--- config.mk ---
export PLATFORM = sky130hd
export DESIGN_NAME = led_stretch
export DESIGN_NICKNAME = d
export VERILOG_FILES = /design/src/rtl/prbs7_checker_led_stretch.sv
export SDC_FILE = /design/constraint.sdc
export NUM_CORES = 1
export LEC_CHECK = 0
export ABC_AREA = 1
export CAP_MARGIN = 25
export CORE_MARGIN = 2
export CORE_UTILIZATION = 30
export DETAILED_ROUTE_END_ITERATION = 10
export SETUP_SLACK_MARGIN = 0.2
export SLEW_MARGIN = 10
export SYNTH_ARGS = -nofsm -noshare
export SYNTH_HDL_FRONTEND = slang
export SYNTH_SLANG_ARGS = --single-unit
--- constraint.sdc ---
create_clock -name clk -period 1.8 [get_ports clk]
set_clock_uncertainty 0.2 [all_clocks]
set_input_delay 0.18 -clock clk [delete_from_list [all_inputs] [get_ports clk]]
set_output_delay 0.18 -clock clk [all_outputs]
set_load 0.005 [all_outputs]
--- src/rtl/prbs7_checker_led_stretch.sv ---
// Retriggerable down-counter that stretches single-cycle
// error pulses into a visible front-panel LED indication.
module led_stretch #(
  parameter int LED_HOLD = 1000
) (
  input  logic clk,
  input  logic rst,
  input  logic trig,
  output logic led
);

  localparam int W = $clog2(LED_HOLD + 1);

  logic [W-1:0] cnt;
  logic [W-1:0] cnt_n;

  always_comb begin
    cnt_n = cnt;
    if (trig)
      cnt_n = W'(LED_HOLD);
    else if (cnt != '0)
      cnt_n = cnt - W'(1);
  end

  always_ff @(posedge clk) begin
    if (rst) begin
      cnt <= '0;
      led <= 1'b0;
    end else begin
      cnt <= cnt_n;
      led <= (cnt_n != '0);
    end
  end

endmodule

==> run summary <==
The initial antenna violation count was 0. The most used cell along the critical path is sky130_fd_sc_hd__nand2_1. The longest clock path from root to sink contains 2 buffers. The sequential share of the synthesized area is 32.7%.

The logs give 1.45 mm for the total length of routed wires and 74.7% for the worst max-slew margin expressed relative to the limit. In this run, post-CTS hold repair placed 0 buffers. For this block, the initial DRC count from the detailed router was 18.

The die is 51.4 microns wide. The largest area contributor in the netlist was sky130_fd_sc_hd__dfxtp_1. The launch point of the worst hold path was cnt[0]. The number of antenna diodes was 0.

The final critical delay including setup and external delays was 1.67 ns; the placed cell count was 136. The sequential group share of total power came out at 41.9%. The area share of the leading cell type in the synthesized netlist is 32.7%, and the cell area after synthesis is 673 sq um. The critical path buffer and inverter count was 2; the filler cell count was 251. The unique cell type count in the Yosys netlist was 21.

The starting density of the core is 31.0%. Of the total power, the share spent switching nets is 35.1%. The layer flagged by global routing as most heavily used is met2. For the via count of the first global-routing pass, the log shows 659. Yosys attributes the largest share of cell area to sky130_fd_sc_hd__dfxtp_1, sky130_fd_sc_hd__nand2_1, sky130_fd_sc_hd__nand3_1, sky130_fd_sc_hd__nor2_1, sky130_fd_sc_hd__inv_1.

Met1 usage in global routing: 16.8%. The worst setup path is of the register to register kind. 4 I/O pins were placed.

Summing the areas of all xor and xnor instances in the mapped netlist gives 1.30% of the synthesized area. Total internal power: 0.000448 W. Endpoint of the worst hold-timing path: cnt[0].

The number of enable-type register cells in the synthesized netlist was 0. The Yosys warning count is 0, and the worst hold path cell count is 3. For the pin with the worst max-slew slack, the measured transition is 0.378 ns. The worst setup slack for register-to-register paths was 0.13 ns; the simple-gate area share of the yosys netlist was 44.8%. For the number of nets in the synthesized netlist, the log shows 108. The share of the cycle needed by the critical path after routing came out at 92.9%. In the post-synthesis netlist, the cell with the most instances is sky130_fd_sc_hd__nand2_1.

For the CTS buffer count, the log shows 3. The worst register-to-register path begins at cnt[0]. The level count of the clock H-tree was 1. After detailed routing, the number of remaining DRC violations is 0. The post-synthesis mux area share was 0%. The floorplan step defined a die boundary enclosing 2640 sq um. The slowest stage of the critical path belongs to the cell sky130_fd_sc_hd__dfxtp_2. Of the total synthesized cell area, the portion taken by full adders, half adders and majority gates is 1.86%. The count of nets left with antenna violations once routing finished came out at 0. The clock drives 11 sinks. At the later pin of the worst-skew pair, clock insertion delay measures 0.27 ns. The final layout contains 120 nets. The utilization after layout is 38.0%, and the clock slew seen by the registers of the worst setup and hold paths is 0.07 ns. On the worst path, the slowest cell contributes a delay of 0.33 ns. Of all nets on the critical path, the largest fanout is 4. The number of instances in the synthesized netlist is 104. Chip height: 51.4 microns. The type of origin of the critical path is a register.

STA classifies the critical path endpoint as a register. The logs give 0 for the number of pins exceeding their max-slew limit in the final report and 0 for the final number of setup-violating endpoints. The synthesized-area fraction occupied by ao, oa, aoi and oai cells works out to 7.99%. Global routing finished with a remaining overflow of 0. Setup repair after global routing could not meet its margin everywhere. The total power density per cell area is 837 nW/um^2.

In the routed layout, each cell is associated on average with a via count of 4.69. The logs give 2170 sq um for the core footprint and 0.469 mV for the peak ir drop on the vdd network. After synthesis, the share of flip-flops with an asynchronous set or reset is 0%. The critical path goes through inv_2, ha_4, nand2_2, nor2_4, nand2_1, nand2_1, nand2_1, nand2_2, nand3_1, nor2_1, nand3_1, nand2_1, inv_1. The final RePlAce weighted congestion is 0.872. Leaving out filler cells and counting taps, the final layout contains 143. The final hold violation count came out at 0. The cell depth of the worst flop-to-flop path is 13. In this run, the combinational gates consume 33.8% of the power.

The run finished with clean final reports. Met2 track demand over resource: 20.1%. First-pass iteration count of the detailed router: 4. Clock tree synthesis selected as its root buffer the cell sky130_fd_sc_hd__clkbuf_4.

The number of placement rows was 17; the growth of design area from synthesis to finish was 22.5%. Cell class contributing the biggest share of worst-path delay: simple AND/OR/NAND/NOR gates. In the global route stage, overall resource usage came out at 13.4%. The worst hold path belongs to the class register to register. A synthesized cell averages 6.47 sq um.

The total of flip-flops plus latches after synthesis is 11. Static timing analysis puts the maximum clock frequency at 0.598 GHz. In this run the power spent charging and discharging nets is 0.000242 W. The clock network burns 24.3% of the power. The tools report the reg-to-reg critical path endpoint as led.

The combinational family with the most area after synthesis is simple AND/OR/NAND/NOR gates. Post-DP HPWL: 1.16 mm. Port buffering added 3 buffers.

At the worst endpoint, the arrival time is 1.64 ns. STA puts the critical path data required time at 1.77 ns. The run gives 12 as the pin count of the biggest net entering global routing. The routed length per placed instance is 10.1 microns, and the global-route wire length before repair is 2.65 mm. Among all flip-flop cells after synthesis, the most frequent one is sky130_fd_sc_hd__dfxtp_1.

The commonest cells after synthesis are sky130_fd_sc_hd__nand2_1, sky130_fd_sc_hd__nor2_1, sky130_fd_sc_hd__inv_1. For this design the static power due to leakage is 0.382 nW. The share of final-layout standard cells stronger than drive strength 1 was 24.3%. TritonCTS built the clock tree. Max-cap violations in this run came to 0.

Detailed routing inserted a total of 671 vias. Global routing consumed, on the met3 layer, 2.92% of the routing resources.
==> what timing repair did <==
item	4_1_cts	5_1_grt
pin swaps	7	1
setup endpoints to repair	1	1
resized for setup	7	0
cloned	0	0
setup buffers	3	0
==> worst max-delay path by stage <==
stage	cells after the start	start	endpoint	slack, ns
after floorplan	11	cnt[0]	led	0.21
after global routing	11	cnt[1]	led	-0.01
final	13	cnt[0]	led	0.13
after CTS	11	cnt[1]	led	0.13
after global placement	11	cnt[1]	led	0.11
after detailed placement	11	cnt[1]	led	0.06
==> flip-flops by register name, summed over array words and instances (netlist names) <==
| name | cells |
|---|---|
| cnt | 10 |
| led | 1 |
==> kinds of logic (layout without fill, tap and decap cells) <==
logic type | after synthesis | after routing
fa+ha+maj | 1 | 1
compound gates | 9 | 9
buf+inv | 18 | 29
xor+xnor | 1 | 1
simple gates | 64 | 64
flops | 11 | 11
==> per-stage QoR <==
| stage | hold WS, ns | worst slack, ns | power (W) | setup TNS [ns] | area (sq um) |
|---|---|---|---|---|---|
| 2_1_floorplan | 0.0573 | 0.206 | 0.000458 | 0 | 691 |
| 3_3_place_gp | 0.375 | 0.108 | 0.000507 | 0 | 763 |
| 3_5_place_dp | 0.361 | 0.0625 | 0.000506 | 0 | 763 |
| 4_1_cts | 0.342 | 0.129 | 0.000698 | 0 | 825 |
| 5_1_grt | 0.402 | -0.0149 | 0.000745 | -0.0149 | 825 |
| 6_report | 0.340 | 0.129 | 0.000690 | 0 | 825 |
==> power by group through the flow <==
stage	clock network [W]	registers, W	logic (W)
floorplan	0	0.000288	0.000170
global placement	0	0.000293	0.000213
detailed placement	0	0.000293	0.000213
CTS	0.000175	0.000289	0.000233
global route	0.000190	0.000293	0.000262
finish	0.000167	0.000290	0.000233
==> per-layer routing <==
metal | routed length [microns] | up-vias
met1 | 730 | 306
li1 | - | 348
met2 | 636 | 13
met4 | 29 | 0
met5 | 0 | -
met3 | 50 | 4
==> final cells by class <==
class	count	area, sq um	area share (%)
flip-flops and latches	11	223	27.0
repair buffers	9	75.1	9.10
well taps	28	35.0	4.25
inverters	16	61.3	7.44
clock buffers	4	26.3	3.19
multi-input cells	75	404	49.0
==> layout by cell type, fill, tap and decap left out, drive strengths merged <==
master         count
a31oi              1
nand3             15
clkbuf             4
buf                6
xor2               1
clkdlybuf4s50      3
inv               15
ha                 1
dfxtp             11
nor2              22
nor3               2
a21oi              4
nand4              1
o21ai              4
clkinv             1
nand2             24
==> worst reg2reg max path, delay by kind of cell, from the launching register on <==
family                   cells  cell delay (ns)
adder cells (fa/ha/maj)      1             0.14
buffers and inverters        2             0.10
flip-flops                   1             0.33
AND/OR/NAND/NOR             10             0.78
Power figures use the tool's default switching activity.
